### src/rtl/uart_param_if.sv
`default_nettype none
// ============================================================================
// Module      : uart_param_if
// Description : Host-side bundle of the parametrised UART core: tick divisor,
//               parity select, TX valid/ready, serial lines and RX result.
// Revision    : 1.0 - initial release
// ============================================================================
interface uart_param_if #(
    parameter int DATA_W = 8,
    parameter int DIV_W  = 16
);
    logic [DIV_W-1:0]  divisor;
    logic              parity_odd;
    logic [DATA_W-1:0] tx_data;
    logic              tx_valid;
    logic              tx_ready;
    logic              serial_out;
    logic              serial_in;
    logic [DATA_W-1:0] rx_data;
    logic              rx_valid;
    logic              rx_frame_err;
    logic              rx_parity_err;

    modport master (
        output divisor, parity_odd, tx_data, tx_valid, serial_in,
        input  tx_ready, serial_out, rx_data, rx_valid, rx_frame_err, rx_parity_err
    );

    modport slave (
        input  divisor, parity_odd, tx_data, tx_valid, serial_in,
        output tx_ready, serial_out, rx_data, rx_valid, rx_frame_err, rx_parity_err
    );
endinterface
`default_nettype wire

### src/rtl/uart_param.sv
`default_nettype none
// ============================================================================
// Module      : uart_param
// Description : Single-clock UART: shared 16x tick generator, TX and RX FSMs.
//               Optional parity bit compiled in with macro UART_PARITY_EN.
// Revision    : 1.0 - initial release
// ============================================================================
module uart_param #(
    parameter int DATA_W    = 8,
    parameter int STOP_BITS = 1,
    parameter int DIV_W     = 16
) (
    input  logic          clk,
    input  logic          rst_n,
    uart_param_if.slave   bus
);

    localparam logic [2:0]       c_st_idle   = 3'd0;
    localparam logic [2:0]       c_st_start  = 3'd1;
    localparam logic [2:0]       c_st_data   = 3'd2;
    localparam logic [2:0]       c_st_parity = 3'd3;
    localparam logic [2:0]       c_st_stop   = 3'd4;
    localparam logic [3:0]       c_phase_mid  = 4'd7;
    localparam logic [3:0]       c_phase_last = 4'd15;
    localparam logic [3:0]       c_data_last  = 4'(DATA_W - 1);
    localparam logic [3:0]       c_stop_last  = 4'(STOP_BITS - 1);
    localparam logic [DIV_W-1:0] c_div_one    = DIV_W'(1);

    // ------------------------------------------------------------------ tick
    logic [DIV_W-1:0] r_tick_cnt;
    logic [DIV_W-1:0] w_div_m1;
    logic             w_tick;
    logic             w_rx_start;

    // >= rather than == so a shrinking divisor can never let the count run away
    assign w_div_m1 = (bus.divisor == '0) ? '0 : (bus.divisor - c_div_one);
    assign w_tick   = (r_tick_cnt >= w_div_m1);

    always_ff @(posedge clk) begin
        if (!rst_n || w_rx_start) begin
            r_tick_cnt <= '0;
        end else if (w_tick) begin
            r_tick_cnt <= '0;
        end else begin
            r_tick_cnt <= r_tick_cnt + c_div_one;
        end
    end

    // -------------------------------------------------------------------- TX
    logic [2:0]        r_tx_state;
    logic [2:0]        w_tx_state_nxt;
    logic [3:0]        r_tx_phase;
    logic [3:0]        r_tx_bits;
    logic [DATA_W-1:0] r_tx_shift;
    logic              r_tx_ready;
    logic              r_serial_out;
    logic              w_tx_line;
    logic              w_tx_accept;
    logic              w_tx_bit_end;
`ifdef UART_PARITY_EN
    logic              r_tx_par;
`endif

    assign w_tx_accept  = bus.tx_valid & r_tx_ready;
    assign w_tx_bit_end = w_tick & (r_tx_phase == c_phase_last);

    always_ff @(posedge clk) begin
        if (!rst_n) begin
            r_tx_state <= c_st_idle;
        end else begin
            r_tx_state <= w_tx_state_nxt;
        end
    end

    always_comb begin
        w_tx_state_nxt = r_tx_state;
        case (r_tx_state)
            c_st_idle:   if (w_tx_accept) w_tx_state_nxt = c_st_start;
            c_st_start:  if (w_tx_bit_end) w_tx_state_nxt = c_st_data;
            c_st_data: begin
                if (w_tx_bit_end && (r_tx_bits == c_data_last)) begin
`ifdef UART_PARITY_EN
                    w_tx_state_nxt = c_st_parity;
`else
                    w_tx_state_nxt = c_st_stop;
`endif
                end
            end
            c_st_parity: if (w_tx_bit_end) w_tx_state_nxt = c_st_stop;
            c_st_stop: begin
                if (w_tx_bit_end && (r_tx_bits == c_stop_last)) begin
                    w_tx_state_nxt = c_st_idle;
                end
            end
            default:     w_tx_state_nxt = c_st_idle;
        endcase
    end

    // Line level for the next cycle; serial_out registers it
    always_comb begin
        w_tx_line = 1'b1;
        case (w_tx_state_nxt)
            c_st_start:  w_tx_line = 1'b0;
            c_st_data:   w_tx_line = ((r_tx_state == c_st_data) && w_tx_bit_end) ?
                                     r_tx_shift[1] : r_tx_shift[0];
`ifdef UART_PARITY_EN
            c_st_parity: w_tx_line = r_tx_par;
`endif
            default:     w_tx_line = 1'b1;
        endcase
    end

    always_ff @(posedge clk) begin
        if (!rst_n) begin
            r_tx_phase   <= '0;
            r_tx_bits    <= '0;
            r_tx_shift   <= '0;
            r_tx_ready   <= 1'b1;
            r_serial_out <= 1'b1;
`ifdef UART_PARITY_EN
            r_tx_par     <= 1'b0;
`endif
        end else begin
            r_tx_ready   <= (w_tx_state_nxt == c_st_idle);
            r_serial_out <= w_tx_line;
            if (r_tx_state == c_st_idle) begin
                r_tx_phase <= '0;
            end else if (w_tick) begin
                r_tx_phase <= r_tx_phase + 4'd1;
            end
            if (r_tx_state == c_st_idle) begin
                r_tx_bits <= '0;
            end else if (w_tx_bit_end) begin
                r_tx_bits <= (w_tx_state_nxt != r_tx_state) ? 4'd0 : (r_tx_bits + 4'd1);
            end
            if (w_tx_accept) begin
                r_tx_shift <= bus.tx_data;
            end else if ((r_tx_state == c_st_data) && w_tx_bit_end) begin
                r_tx_shift <= {1'b0, r_tx_shift[DATA_W-1:1]};
            end
`ifdef UART_PARITY_EN
            if (w_tx_accept) begin
                r_tx_par <= (^bus.tx_data) ^ bus.parity_odd;
            end
`endif
        end
    end

    assign bus.tx_ready   = r_tx_ready;
    assign bus.serial_out = r_serial_out;

    // -------------------------------------------------------------------- RX
    logic [2:0]        r_rx_state;
    logic [2:0]        w_rx_state_nxt;
    logic              r_rx_meta;
    logic              r_rx_line;
    logic [3:0]        r_rx_phase;
    logic [3:0]        r_rx_bits;
    logic [DATA_W-1:0] r_rx_shift;
    logic [DATA_W-1:0] r_rx_data;
    logic              r_rx_valid;
    logic              r_rx_ferr;
    logic              w_rx_mid;
    logic              w_rx_sample;
    logic              w_rx_shift_en;
    logic              w_rx_done;
`ifdef UART_PARITY_EN
    logic              r_rx_par;
    logic              r_rx_perr;
    logic              w_rx_par_en;
`endif

    assign w_rx_start  = (r_rx_state == c_st_idle) & ~r_rx_line;
    assign w_rx_mid    = w_tick & (r_rx_phase == c_phase_mid);
    assign w_rx_sample = w_tick & (r_rx_phase == c_phase_last);

    always_ff @(posedge clk) begin
        if (!rst_n) begin
            r_rx_state <= c_st_idle;
        end else begin
            r_rx_state <= w_rx_state_nxt;
        end
    end

    always_comb begin
        w_rx_state_nxt = r_rx_state;
        case (r_rx_state)
            c_st_idle:   if (!r_rx_line) w_rx_state_nxt = c_st_start;
            c_st_start:  if (w_rx_mid) w_rx_state_nxt = r_rx_line ? c_st_idle : c_st_data;
            c_st_data: begin
                if (w_rx_sample && (r_rx_bits == c_data_last)) begin
`ifdef UART_PARITY_EN
                    w_rx_state_nxt = c_st_parity;
`else
                    w_rx_state_nxt = c_st_stop;
`endif
                end
            end
            c_st_parity: if (w_rx_sample) w_rx_state_nxt = c_st_stop;
            c_st_stop:   if (w_rx_sample) w_rx_state_nxt = c_st_idle;
            default:     w_rx_state_nxt = c_st_idle;
        endcase
    end

    always_comb begin
        w_rx_shift_en = (r_rx_state == c_st_data) & w_rx_sample;
        w_rx_done     = (r_rx_state == c_st_stop) & w_rx_sample;
`ifdef UART_PARITY_EN
        w_rx_par_en   = (r_rx_state == c_st_parity) & w_rx_sample;
`endif
    end

    always_ff @(posedge clk) begin
        if (!rst_n) begin
            r_rx_meta  <= 1'b1;
            r_rx_line  <= 1'b1;
            r_rx_phase <= '0;
            r_rx_bits  <= '0;
            r_rx_shift <= '0;
            r_rx_data  <= '0;
            r_rx_valid <= 1'b0;
            r_rx_ferr  <= 1'b0;
`ifdef UART_PARITY_EN
            r_rx_par   <= 1'b0;
            r_rx_perr  <= 1'b0;
`endif
        end else begin
            r_rx_meta  <= bus.serial_in;
            r_rx_line  <= r_rx_meta;
            r_rx_valid <= w_rx_done;
            // Phase restarts at the start-bit centre so data samples land mid-bit
            if ((r_rx_state == c_st_idle) || ((r_rx_state == c_st_start) && w_rx_mid)) begin
                r_rx_phase <= '0;
            end else if (w_tick) begin
                r_rx_phase <= r_rx_phase + 4'd1;
            end
            if (r_rx_state != c_st_data) begin
                r_rx_bits <= '0;
            end else if (w_rx_sample) begin
                r_rx_bits <= r_rx_bits + 4'd1;
            end
            if (w_rx_shift_en) begin
                r_rx_shift <= {r_rx_line, r_rx_shift[DATA_W-1:1]};
            end
`ifdef UART_PARITY_EN
            if (w_rx_par_en) begin
                r_rx_par <= r_rx_line;
            end
            if (w_rx_done) begin
                r_rx_perr <= r_rx_par ^ (^r_rx_shift) ^ bus.parity_odd;
            end
`endif
            if (w_rx_done) begin
                r_rx_data <= r_rx_shift;
                r_rx_ferr <= ~r_rx_line;
            end
        end
    end

    assign bus.rx_data      = r_rx_data;
    assign bus.rx_valid     = r_rx_valid;
    assign bus.rx_frame_err = r_rx_ferr;
`ifdef UART_PARITY_EN
    assign bus.rx_parity_err = r_rx_perr;
`else
    logic w_unused_parity;
    assign w_unused_parity   = bus.parity_odd;
    assign bus.rx_parity_err = 1'b0;
`endif

endmodule
`default_nettype wire

### src/flat_wrapper.sv
// flat-port wrapper written by rule: the top's interface ports become plain ports
module uart_param_flat 
#(
    parameter int DATA_W    = 8,
    parameter int STOP_BITS = 1,
    parameter int DIV_W     = 16
)
  (clk, rst_n, bus_divisor, bus_parity_odd, bus_tx_data, bus_tx_valid, bus_serial_in, bus_tx_ready, bus_serial_out, bus_rx_data, bus_rx_valid, bus_rx_frame_err, bus_rx_parity_err);
  uart_param_if #(.DATA_W(DATA_W), .DIV_W(DIV_W)) bus_i ();
  input  logic clk;
  input  logic rst_n;
  input wire logic [$bits(bus_i.divisor)-1:0] bus_divisor;
  input wire logic [$bits(bus_i.parity_odd)-1:0] bus_parity_odd;
  input wire logic [$bits(bus_i.tx_data)-1:0] bus_tx_data;
  input wire logic [$bits(bus_i.tx_valid)-1:0] bus_tx_valid;
  input wire logic [$bits(bus_i.serial_in)-1:0] bus_serial_in;
  output wire logic [$bits(bus_i.tx_ready)-1:0] bus_tx_ready;
  output wire logic [$bits(bus_i.serial_out)-1:0] bus_serial_out;
  output wire logic [$bits(bus_i.rx_data)-1:0] bus_rx_data;
  output wire logic [$bits(bus_i.rx_valid)-1:0] bus_rx_valid;
  output wire logic [$bits(bus_i.rx_frame_err)-1:0] bus_rx_frame_err;
  output wire logic [$bits(bus_i.rx_parity_err)-1:0] bus_rx_parity_err;
  assign bus_i.divisor = bus_divisor;
  assign bus_i.parity_odd = bus_parity_odd;
  assign bus_i.tx_data = bus_tx_data;
  assign bus_i.tx_valid = bus_tx_valid;
  assign bus_i.serial_in = bus_serial_in;
  assign bus_tx_ready = bus_i.tx_ready;
  assign bus_serial_out = bus_i.serial_out;
  assign bus_rx_data = bus_i.rx_data;
  assign bus_rx_valid = bus_i.rx_valid;
  assign bus_rx_frame_err = bus_i.rx_frame_err;
  assign bus_rx_parity_err = bus_i.rx_parity_err;
  uart_param #(.DATA_W(DATA_W), .STOP_BITS(STOP_BITS), .DIV_W(DIV_W)) u_core (.clk(clk), .rst_n(rst_n), .bus(bus_i));
endmodule
### config.mk
export PLATFORM = sky130hd
export DESIGN_NAME = uart_param_flat
export DESIGN_NICKNAME = d
export VERILOG_FILES = /design/src/rtl/uart_param_if.sv /design/src/rtl/uart_param.sv /design/src/flat_wrapper.sv
export SDC_FILE = /design/constraint.sdc
export NUM_CORES = 1
export LEC_CHECK = 0
export CAP_MARGIN = 20
export CORE_MARGIN = 2
export CORE_UTILIZATION = 35
export DETAILED_ROUTE_END_ITERATION = 6
export HOLD_SLACK_MARGIN = 0.1
export PLACE_DENSITY = 0.6
export SKIP_LAST_GASP = 1
export SLEW_MARGIN = 40
export SYNTH_ARGS = -nofsm -noshare
export SYNTH_HDL_FRONTEND = slang
export SYNTH_SLANG_ARGS = --single-unit
export TNS_END_PERCENT = 100
### constraint.sdc
create_clock -name clk -period 3.55 [get_ports clk]
set_clock_uncertainty 0.15 [all_clocks]
set_input_delay 0.71 -clock clk [delete_from_list [all_inputs] [get_ports clk]]
set_output_delay 0.71 -clock clk [all_outputs]
set_load 0.05 [all_outputs]
==> reports/metrics.cfg, run 1 <==
[synth]
yosys-top-cells-area = dfxtp_1 (36%), ha_1 (7.9%), nand3_1 (5.6%), o21ai_0 (4.9%), a21oi_1 (4.3%)
synth_cells = 466
ys_ff_latch = 68
synthFlopType = dfxtp_1
syn_area_mm2 = 0.003814
synthTopCellsByCount = dfxtp_1 (68), nor2_1 (44), nand3_1 (43)
ys_warn_count = 0
ys_seq_area_share_pct = 35.70
synth_edf_count = 0
yosysMostFrequentCell = dfxtp_1
netlist.area_leader.share_pct = 35.70
yosys.area.top_type = dfxtp_1
synth_fp_nets = 519
netlist-cell-type-count = 62
async_reset_ff_share_pct = 0
avgSynthCellArea_um2 = 8.184

[timing]
worst_slew_pin_slew_ns = 0.6403
worst_slew_margin_rel_pct = 57.16
setup_slack_ns = -0.08112
rsz0062_at_grt = true
hold_viol = 0
finalMaxSlewViolations = 0
fin_tns_setup_ns = -0.7384
setup_viol = 27
finalCriticalPeriod_ns = 3.631
fmax_ghz = 0.2754
hold_slack_ns = 0.2683
timing.final.crit_share_pct = 102.3

[global_route]
grt_max_degree = 20
grt_pass1_wl_mm = 15.37
grt_pass1_vias = 3466
antenna_found_initial = 0
grt_usage_pct = 15.96
grt-ovfl-total = 0

[cts]
cts_root_buffer = clkbuf_8
h-tree-depth = 3
clk_pin_slew_worst_paths_ns = 0.08
clk_latency_ns = 0.35
cts_made_buffers = 9
cts_sinks = 68
clock_path_buffers = 2
cts_tree = yes
holdBufCountCts = 0

[status]
status = finished, violations left
violations = setup timing

[routing]
vias = 3589
wl_per_cell_um = 13.42
drtPass1Iterations = 4
viasPerCell = 5.149
drcViolationCount = 0
finalWirelength_mm = 9.353
drt_iter0_drc = 129
final_antenna_net_count = 0

[worst_setup_path]
arrival_ns = 3.69
cp-start-kind = input port
worst-setup-path-type = in -> reg
required_ns = 3.61
r2r_cells = 9
cp-end-kind = register
crit_fanout = 10

[pwr]
cellPowerDensity_mw_per_mm2 = 312.6
power.total_mw = 1.652
p_leak_nw = 2.000
peakVddDrop_uv = 217.8

[floorplanning]
start_util_pct = 35.49
ios = 42
die_y_um = 108.4
die_w_um = 108.4
dieArea_mm2 = 0.01175
std_cell_rows = 38
core_mm2 = 0.01075

[finish]
fin_nets = 605
antenna_cells = 0
finish.utilization_pct = 49.17
layout-drive-gt1-share_pct = 26.75
n_fill_cell = 1030
fin_cells = 697
area_delta_synth_final_pct = 38.55

[place]
dp_hpwl_mm = 6.463
gp_congestion = 0.8156
placedCellCount = 672
port_buffers = 39

[worst_hold_path]
min_path_cells = 1
hold_class = reg -> reg

[job]
maxCapViolCount = 0

==> critical path, cell delays in order <==
cell and delay [ns]:
buf_6 0.09, or4_4 0.58, nor2_4 0.16, nand2_4 0.08
nor3b_2 0.15, a21oi_1 0.05, o22a_1 0.19, ha_4 0.30
nand2_1 0.07, o211ai_1 0.31, a21oi_2 0.09, buf_12 0.16
a211o_1 0.31, buf_4 0.16, o21ai_0 0.15, a31oi_1 0.11
==> cell type report <==
class | instances | area, µm² | area share, %
clock buffers | 9 | 123.9 | 2.344
clock inverters | 7 | 80.08 | 1.516
inverters | 17 | 63.81 | 1.208
multi-input cells | 361 | 2644 | 50.04
flip-flops and latches | 68 | 1361 | 25.76
well taps | 140 | 175.2 | 3.315
repair buffers | 95 | 835.8 | 15.82
==> metrics by stage <==
step                cell area, µm²  worst slack, ns
floorplan                     3968          -0.2190
detailed placement            4810          -0.8218
global route                  5284          -0.2148
global placement              4807          -0.7962
CTS                           5120         -0.05027
finish                        5284         -0.08112
==> placed cells by master (no fill, tap or decap), types with 4 or more instances in the layout <==
cell type,netlist,layout
dfxtp_1,68,68
buf_4,1,49
nor2_1,44,38
nand2_1,39,36
a21oi_1,33,29
clkdlybuf4s50_1,0,26
nand3_1,43,25
o21ai_1,8,23
ha_1,24,22
o21ai_0,37,19
xor2_1,18,18
nand3_2,0,18
inv_1,17,16
and3_1,11,10
xnor2_1,12,10
a31oi_1,10,10
nand2b_1,10,9
clkbuf_8,0,9
buf_6,1,7
a21oi_2,2,5
nor2_2,0,4
or3_1,4,4
nand4_1,4,4
a21boi_1,4,4
inv_6,0,4
buf_2,6,4
==> registers in the layout, summed over array words and instances, names as in the netlist <==
name,count
u_core.bus.rx_valid,1
u_core.r_rx_shift,8
u_core.r_rx_bits,4
u_core.r_rx_line,1
u_core.bus.rx_data,8
u_core.r_tx_phase,4
u_core.r_tx_state,3
u_core.bus.rx_frame_err,1
u_core.r_tick_cnt,16
u_core.bus.tx_ready,1
u_core.r_rx_meta,1
u_core.r_tx_shift,8
u_core.r_rx_phase,4
u_core.r_rx_state,3
u_core.bus.serial_out,1
u_core.r_tx_bits,4
==> repair_timing <==
item                                    4_1_cts  5_1_grt
setup buffers                                 4        5
resized for setup                            62       34
endpoints found under the setup margin       66       66
pin swaps                                    23       35
cloned                                        0        1
==> metal layers <==
metal  track usage [%]  routed length, µm  vias to the layer above
met1             20.58               4611                     1682
met5                 0                  0                        -
met3             2.592                316                        9
li1                  -                  -                     1839
met2             27.18               4352                       59
met4             5.128                 73                        0
==> cell families (layout without fill, tap and decap cells) <==
| kind of cell | after synthesis | in the layout | synth area share [%] |
|---|---|---|---|
| AND/OR/NAND/NOR | 180 | 180 | 23.75 |
| AO/OA/AOI/OAI | 123 | 124 | 20.80 |
| flip-flops | 68 | 68 | 35.70 |
| buffers and inverters | 38 | 128 | 4.232 |
| XOR/XNOR | 30 | 30 | 6.890 |
| adder cells (fa/ha/maj) | 24 | 24 | 7.874 |
| multiplexers | 2 | 2 | 0.6561 |
| other | 1 | 1 | 0.09833 |
==> where the power goes <==
part,leakage (nW),internal (mW),switching (mW),total (mW)
sequential,0.551,0.777,0.0130,0.790
combinational,1.35,0.0905,0.105,0.196
clock,0.0973,0.334,0.331,0.666
total,2.00,1.20,0.450,1.65
==> final timing paths <==
kind / startpoint / end / slack, ns
min: u_core.r_rx_meta$_SDFF_PN1_ / u_core.r_rx_line$_SDFF_PN1_ / 0.27
max: bus_divisor[6] / u_core.r_tx_shift[6]$_SDFFE_PN0P_ / -0.08
min reg2reg: u_core.r_rx_meta$_SDFF_PN1_ / u_core.r_rx_line$_SDFF_PN1_ / 0.27
max reg2reg: u_core.r_tick_cnt[0]$_SDFF_PP0_ / u_core.r_rx_phase[1]$_SDFFE_PP0P_ / 0.98
Power figures use the tool's default switching activity.
==> run 2, diff against run 1 <==
--- a/config.mk
+++ b/config.mk
@@ -10,7 +10,7 @@
 export CORE_UTILIZATION = 35
 export DETAILED_ROUTE_END_ITERATION = 6
 export HOLD_SLACK_MARGIN = 0.1
-export PLACE_DENSITY = 0.6
+export PLACE_DENSITY = 0.58
 export SKIP_LAST_GASP = 1
 export SLEW_MARGIN = 40
 export SYNTH_ARGS = -nofsm -noshare
==> run 2 against run 1 <==
Against the previous run:
- largest cell class unchanged
- via count is 0.14% higher
- the run still ends with setup timing left
- combinational power up 3%
- sequential cell count unchanged
- count of clock-buffer cells in the layout did not move
- power fell by 5.3%
- global-route usage grew 0.87 points
- die area did not move
- critical path depth down 1
==> reports/metrics.cfg, run 2 (synthesis results as in run 1) <==
[status]
status = finished, violations left  ; unchanged
violations = setup timing  ; unchanged

[timing]
finalMaxSlewViolations = 0  ; unchanged
rsz0062_at_grt = true  ; unchanged
hold_viol = 0  ; unchanged
timing.final.crit_share_pct = 106.8  ; was 102.3%
setup_slack_ns = -0.2404  ; was -0.08112 ns
setup_viol = 46  ; was 27
worst_slew_margin_rel_pct = 54.52  ; was 57.16%
finalCriticalPeriod_ns = 3.790  ; was 3.631 ns
worst_slew_pin_slew_ns = 0.6798  ; was 0.6403 ns
fin_tns_setup_ns = -6.105  ; was -0.7384 ns
fmax_ghz = 0.2638  ; was 0.2754 GHz
hold_slack_ns = 0.2805  ; was 0.2683 ns

[worst_hold_path]
min_path_cells = 1  ; unchanged
hold_class = reg -> reg  ; unchanged

[cts]
clk_pin_slew_worst_paths_ns = 0.08  ; about the same
cts_sinks = 68  ; unchanged
h-tree-depth = 3  ; unchanged
clk_latency_ns = 0.36  ; was 0.35 ns
cts_made_buffers = 9  ; unchanged
holdBufCountCts = 0  ; unchanged
clock_path_buffers = 2  ; unchanged
cts_root_buffer = clkbuf_8  ; unchanged
cts_tree = yes  ; unchanged

[worst_setup_path]
arrival_ns = 3.90  ; was 3.69 ns
required_ns = 3.66  ; was 3.61 ns
cp-start-kind = input port  ; unchanged
worst-setup-path-type = in -> reg  ; unchanged
crit_chain = buf_6, or4_4, or2_4, nor2_4, xor2_1, nand2_1, ha_4, nand4_1, buf_4, nor4_4, a32oi_4, buf_6, a211o_1, o211a_1, a311oi_2  ; was buf_6, or4_4, nor2_4, nand2_4, nor3b_2, a21oi_1, o22a_1, ha_4, nand2_1, o211ai_1, a21oi_2, buf_12, a211o_1, buf_4, o21ai_0, a31oi_1
worst_path_most_repeated_cell = buf_6
crit_fanout = 4  ; was 10
cp_slowest_cell = or4_4  ; unchanged
r2r_cells = 10  ; was 9
cp-end-kind = register  ; unchanged
max_stage_delay_ns = 0.57  ; was 0.58 ns

[routing]
finalWirelength_mm = 9.518  ; was 9.353 mm
wl_met3_um = 386  ; was 316 µm
m1WireLength_mm = 4.477  ; was 4.611 mm
wl_per_cell_um = 13.54  ; was 13.42 µm
drt_iter0_drc = 111  ; was 129
highest_layer = met4  ; unchanged
wl_met2_mm = 4.494  ; was 4.352 mm
vias = 3594  ; was 3589
final_antenna_net_count = 0  ; unchanged
viasPerCell = 5.112  ; was 5.149
drtPass1Iterations = 4  ; unchanged
drcViolationCount = 0  ; unchanged

[finish]
final_cell_mix = dfxtp_1 (68), buf_4 (51), nor2_1 (39)  ; was dfxtp_1 (68), buf_4 (49), nor2_1 (38)
antenna_cells = 0  ; unchanged
largest_register_ffs = 16  ; unchanged
n_fill_cell = 1052  ; was 1030
largest-register = u_core.r_tick_cnt  ; unchanged
area_delta_synth_final_pct = 41.14  ; was 38.55%
final_common_cell = dfxtp_1  ; unchanged
fin_nets = 611  ; was 605
layout-drive-gt1-share_pct = 29.31  ; was 26.75%

[pwr]
power.switching_mw = 0.4360  ; was 0.4497 mW
power.total_mw = 1.565  ; was 1.652 mW
seq_power_share_pct = 50.5  ; was 47.8%
comb_power_share_pct = 12.8  ; was 11.9%
internal_power_mw = 1.129  ; was 1.202 mW
p_sw_share_pct = 27.86  ; was 27.23%
p_leak_nw = 2.025  ; was 2.000 nW
cellPowerDensity_mw_per_mm2 = 290.7  ; was 312.6 mW/mm²
p_clk_share_pct = 36.6  ; was 40.3%
peakVddDrop_uv = 143.8  ; was 217.8 µV

[global_route]
grt-ovfl-total = 0  ; unchanged
antenna_found_initial = 0  ; unchanged
grt_pass1_wl_mm = 15.90  ; was 15.37 mm
grt_pass1_vias = 3537  ; was 3466
grt_max_degree = 17  ; was 20
grt_usage_pct = 16.83  ; was 15.96%

[floorplanning]
core_mm2 = 0.01075  ; unchanged
std_cell_rows = 38  ; unchanged
ios = 42  ; unchanged
dieArea_mm2 = 0.01175  ; unchanged
start_util_pct = 35.49  ; unchanged
die_y_um = 108.4  ; unchanged
die_w_um = 108.4  ; unchanged

[place]
dp_slack_ns = -0.8953  ; was -0.8218 ns
gp_congestion = 0.8039  ; was 0.8156
port_buffers = 39  ; unchanged
dp_hpwl_mm = 6.651  ; was 6.463 mm

[job]
maxCapViolCount = 0  ; unchanged

==> run 2: metrics by stage <==
| step | cell area (µm²) | std cells | util, % |
|---|---|---|---|
| after global placement | 4795 | 672 | 44.62 |
| after global routing | 5383 | 703 | 50.09 |
| after detailed placement | 4797 | 672 | 44.64 |
| after floorplan | 3968 | 466 | - |
| after CTS | 5176 | 696 | 48.17 |
| final | 5383 | 703 | 50.09 |
==> run 2: final timing paths <==
check | startpoint | to | slack, ns
worst max register to register | u_core.r_tick_cnt[0]$_SDFF_PP0_ | u_core.bus.tx_ready$_SDFF_PN1_ | 0.86
worst max-delay path | bus_divisor[1] | u_core.bus.tx_ready$_SDFF_PN1_ | -0.24
worst min-delay path | u_core.r_rx_meta$_SDFF_PN1_ | u_core.r_rx_line$_SDFF_PN1_ | 0.28
worst min register to register | u_core.r_rx_meta$_SDFF_PN1_ | u_core.r_rx_line$_SDFF_PN1_ | 0.28
==> run 2: what timing repair did <==
action                     CTS  global route
cloned                       1             0
resized for setup           72            36
setup endpoints to repair   66            65
setup buffers                7             8
pin swaps                   23            12
==> run 2: critical path, delay by kind of cell <==
kind	cells	cell delay, ns
compound gates	4	0.96
xor+xnor	1	0.15
fa+ha+maj	1	0.27
buf+inv	3	0.41
simple gates	6	1.39
==> run 2: layer usage <==
layer  GRT usage, %  vias up
met2          28.30       65
met3          3.978       14
li1               -     1859
met1          20.80     1656
met5              0        -
met4          6.502        0
==> run 2: area by class of cell <==
type / instances / area (µm²) / area share (%)
clock buffer: 9 / 123.9 / 2.301
clock inverter: 7 / 52.55 / 0.9763
inverter: 17 / 63.81 / 1.185
multi-input combinational: 360 / 2671 / 49.63
sequential: 68 / 1361 / 25.29
tap: 140 / 175.2 / 3.254
timing repair buffer: 102 / 934.6 / 17.36
==> run 2: power by group through the flow <==
| stage | combinational, mW | clock, mW | sequential (mW) |
|---|---|---|---|
| final | 0.201 | 0.573 | 0.791 |
| after global routing | 0.221 | 0.630 | 0.793 |
| after CTS | 0.186 | 0.592 | 0.790 |
| after detailed placement | 0.181 | 0 | 0.807 |
| after global placement | 0.177 | 0 | 0.807 |
| after floorplan | 0.0947 | 0 | 0.810 |
==> run 3, diff against run 2 <==
--- a/config.mk
+++ b/config.mk
@@ -10,7 +10,7 @@
 export CORE_UTILIZATION = 35
 export DETAILED_ROUTE_END_ITERATION = 6
 export HOLD_SLACK_MARGIN = 0.1
-export PLACE_DENSITY = 0.58
+export PLACE_DENSITY = 0.56
 export SKIP_LAST_GASP = 1
 export SLEW_MARGIN = 40
 export SYNTH_ARGS = -nofsm -noshare
==> constraint.sdc (replaced) <==
create_clock -name clk -period 4.3 [get_ports clk]
set_clock_uncertainty 0.15 [all_clocks]
set_input_delay 0.86 -clock clk [delete_from_list [all_inputs] [get_ports clk]]
set_output_delay 0.86 -clock clk [all_outputs]
set_load 0.05 [all_outputs]
==> run 3 against run 2 <==
Against the previous run:
- the run now ends clean
- final cell count shrank 1.3%
- count of clock-buffer cells in the layout is the same
- final area shrank 5.2%
- via count shrank 0.97%
- sequential cell count is the same
- global-route usage shrank 1.1 points
- routed wire length shrank 5.6%
- critical path depth shrank 1
- sequential power shrank 17%
- critical path type unchanged
==> reports/metrics.cfg, run 3 (synthesis results as in run 1) <==
[floorplanning]
ios = 42  ; unchanged
std_cell_rows = 38  ; unchanged
start_util_pct = 35.49  ; unchanged
core_mm2 = 0.01075  ; unchanged
dieArea_mm2 = 0.01175  ; unchanged
die_w_um = 108.4  ; unchanged
die_y_um = 108.4  ; unchanged

[global_route]
grt_pass1_wl_mm = 15.01  ; was 15.90 mm
grt_usage_pct = 15.74  ; was 16.83%
grt-ovfl-total = 0  ; unchanged
grt_max_degree = 21  ; was 17
grt_pass1_vias = 3376  ; was 3537
antenna_found_initial = 0  ; unchanged

[routing]
vias = 3559  ; was 3594
wl_per_cell_um = 12.95  ; was 13.54 µm
drcViolationCount = 0  ; unchanged
final_antenna_net_count = 0  ; unchanged
drt_iter0_drc = 174  ; was 111
drtPass1Iterations = 5  ; was 4
finalWirelength_mm = 8.987  ; was 9.518 mm
viasPerCell = 5.128  ; was 5.112

[worst_setup_path]
max_stage_delay_ns = 0.54  ; was 0.57 ns
critPathBufInv = 1  ; was 3
crit_fanout = 8  ; was 4
required_ns = 4.40  ; was 3.66 ns
crit_chain = clkdlybuf4s50_1, or4_4, nor2_4, nand2_2, nor3b_2, a21oi_1, o22a_1, ha_4, nand4_4, nor4_4, a32oi_4, a211o_1, o211a_1, a311oi_2  ; was buf_6, or4_4, or2_4, nor2_4, xor2_1, nand2_1, ha_4, nand4_1, buf_4, nor4_4, a32oi_4, buf_6, a211o_1, o211a_1, a311oi_2
cp-start-kind = input port  ; unchanged
cp_slowest_cell = or4_4  ; unchanged
critPathTopFamily = simple AND/OR/NAND/NOR gates  ; unchanged
worst-setup-path-type = in -> reg  ; unchanged
cp-end-kind = register  ; unchanged
arrival_ns = 4.32  ; was 3.90 ns

[cts]
cts_root_buffer = clkbuf_8  ; unchanged
clk_latency_ns = 0.35  ; was 0.36 ns
clk_pin_slew_worst_paths_ns = 0.07  ; was 0.08 ns
clock_path_buffers = 2  ; unchanged
cts_tree = yes  ; unchanged
holdBufCountCts = 0  ; unchanged
cts_made_buffers = 9  ; unchanged
h-tree-depth = 3  ; unchanged
cts_sinks = 68  ; unchanged

[pwr]
p_leak_nw = 1.979  ; was 2.025 nW
cellPowerDensity_mw_per_mm2 = 274.9  ; was 290.7 mW/mm²
seq_power_share_pct = 46.5  ; was 50.5%
power.switching_mw = 0.3506  ; was 0.4360 mW
comb_power_share_pct = 11.6  ; was 12.8%
power.total_mw = 1.403  ; was 1.565 mW
p_clk_share_pct = 41.9  ; was 36.6%
peakVddDrop_uv = 168.5  ; was 143.8 µV
p_sw_share_pct = 25.00  ; was 27.86%
internal_power_mw = 1.052  ; was 1.129 mW

[timing]
finalCriticalPeriod_ns = 4.216
worst_slew_margin_rel_pct = 58.67  ; was 54.52%
hold_viol = 0  ; unchanged
timing.final.crit_share_pct = 98.05
setup_slack_ns = 0.08376  ; was -0.2404 ns
finalMaxSlewViolations = 0  ; unchanged
fmax_ghz = 0.2372
setup_viol = 0  ; was 46
fin_tns_setup_ns = 0  ; was -6.105 ns
hold_slack_ns = 0.2706  ; was 0.2805 ns
worst_slew_pin_slew_ns = 0.6177  ; was 0.6798 ns

[status]
status = finished, final reports clean  ; was finished, violations left

[finish]
antenna_cells = 0  ; unchanged
fin_nets = 602  ; was 611
area_delta_synth_final_pct = 33.79  ; was 41.14%
layout-drive-gt1-share_pct = 18.95  ; was 29.31%
fin_cells = 694  ; was 703
final_cell_mix = dfxtp_1 (68), buf_4 (50), nand3_1 (43)  ; was dfxtp_1 (68), buf_4 (51), nor2_1 (39)
n_fill_cell = 1094  ; was 1052
finish.instance_area_mm2 = 0.005102  ; was 0.005383 mm²
largest_register_ffs = 16  ; unchanged
final_common_cell = dfxtp_1  ; unchanged
finish.utilization_pct = 47.48  ; was 50.09%
largest-register = u_core.r_tick_cnt  ; unchanged

[job]
maxCapViolCount = 0  ; unchanged

[place]
dp_slack_ns = -0.3758  ; was -0.8953 ns
place_area_mm2 = 0.004659  ; was 0.004797 mm²
gp_congestion = 0.8167  ; was 0.8039
placedCellCount = 671  ; was 672
port_buffers = 39  ; unchanged
dp_hpwl_mm = 6.476  ; was 6.651 mm

[worst_hold_path]
hold_class = reg -> reg  ; unchanged

run 3: power by group through the flow:
stage               Combinational (mW)  Sequential [mW]  Clock [mW]
CTS                              0.148            0.651       0.605
detailed placement               0.147            0.666           0
global placement                 0.144            0.666           0
floorplan                       0.0773            0.668           0
global route                     0.179            0.654       0.635
finish                           0.162            0.653       0.588
run 3: final timing paths:
| check | startpoint | endpoint | slack (ns) | cells after the start |
|---|---|---|---|---|
| worst max register to register | u_core.r_tick_cnt[0]$_SDFF_PP0_ | u_core.r_rx_phase[1]$_SDFFE_PP0P_ | 1.52 | 9 |
| worst min register to register | u_core.r_rx_meta$_SDFF_PN1_ | u_core.r_rx_line$_SDFF_PN1_ | 0.27 | 1 |
| worst min-delay path | u_core.r_rx_meta$_SDFF_PN1_ | u_core.r_rx_line$_SDFF_PN1_ | 0.27 | 1 |
| worst max-delay path | bus_divisor[5] | u_core.bus.tx_ready$_SDFF_PN1_ | 0.08 | 14 |
run 3: cell type report:
type                       count  area (µm²)  area share [%]
multi-input combinational    360        2429           47.60
inverter                      17       63.81           1.251
clock buffer                   9       123.9           2.428
tap                          140       175.2           3.433
sequential                    68        1361           26.68
timing repair buffer          93       849.6           16.65
clock inverter                 7       100.1           1.962
run 3: timing repair:
item / CTS / global route
pin swaps: 1 / 14
setup buffers: 0 / 7
hold endpoints to repair: 0 / 0
gates resized for setup: 0 / 39
endpoints found under the setup margin: 5 / 55
run 3: per-layer routing:
metal	track usage [%]	up-vias	wire [µm]
li1	-	1829	-
met1	19.74	1683	4246
met2	27.04	43	4418
met3	4.159	4	262
met4	3.571	0	60
met5	0	-	0
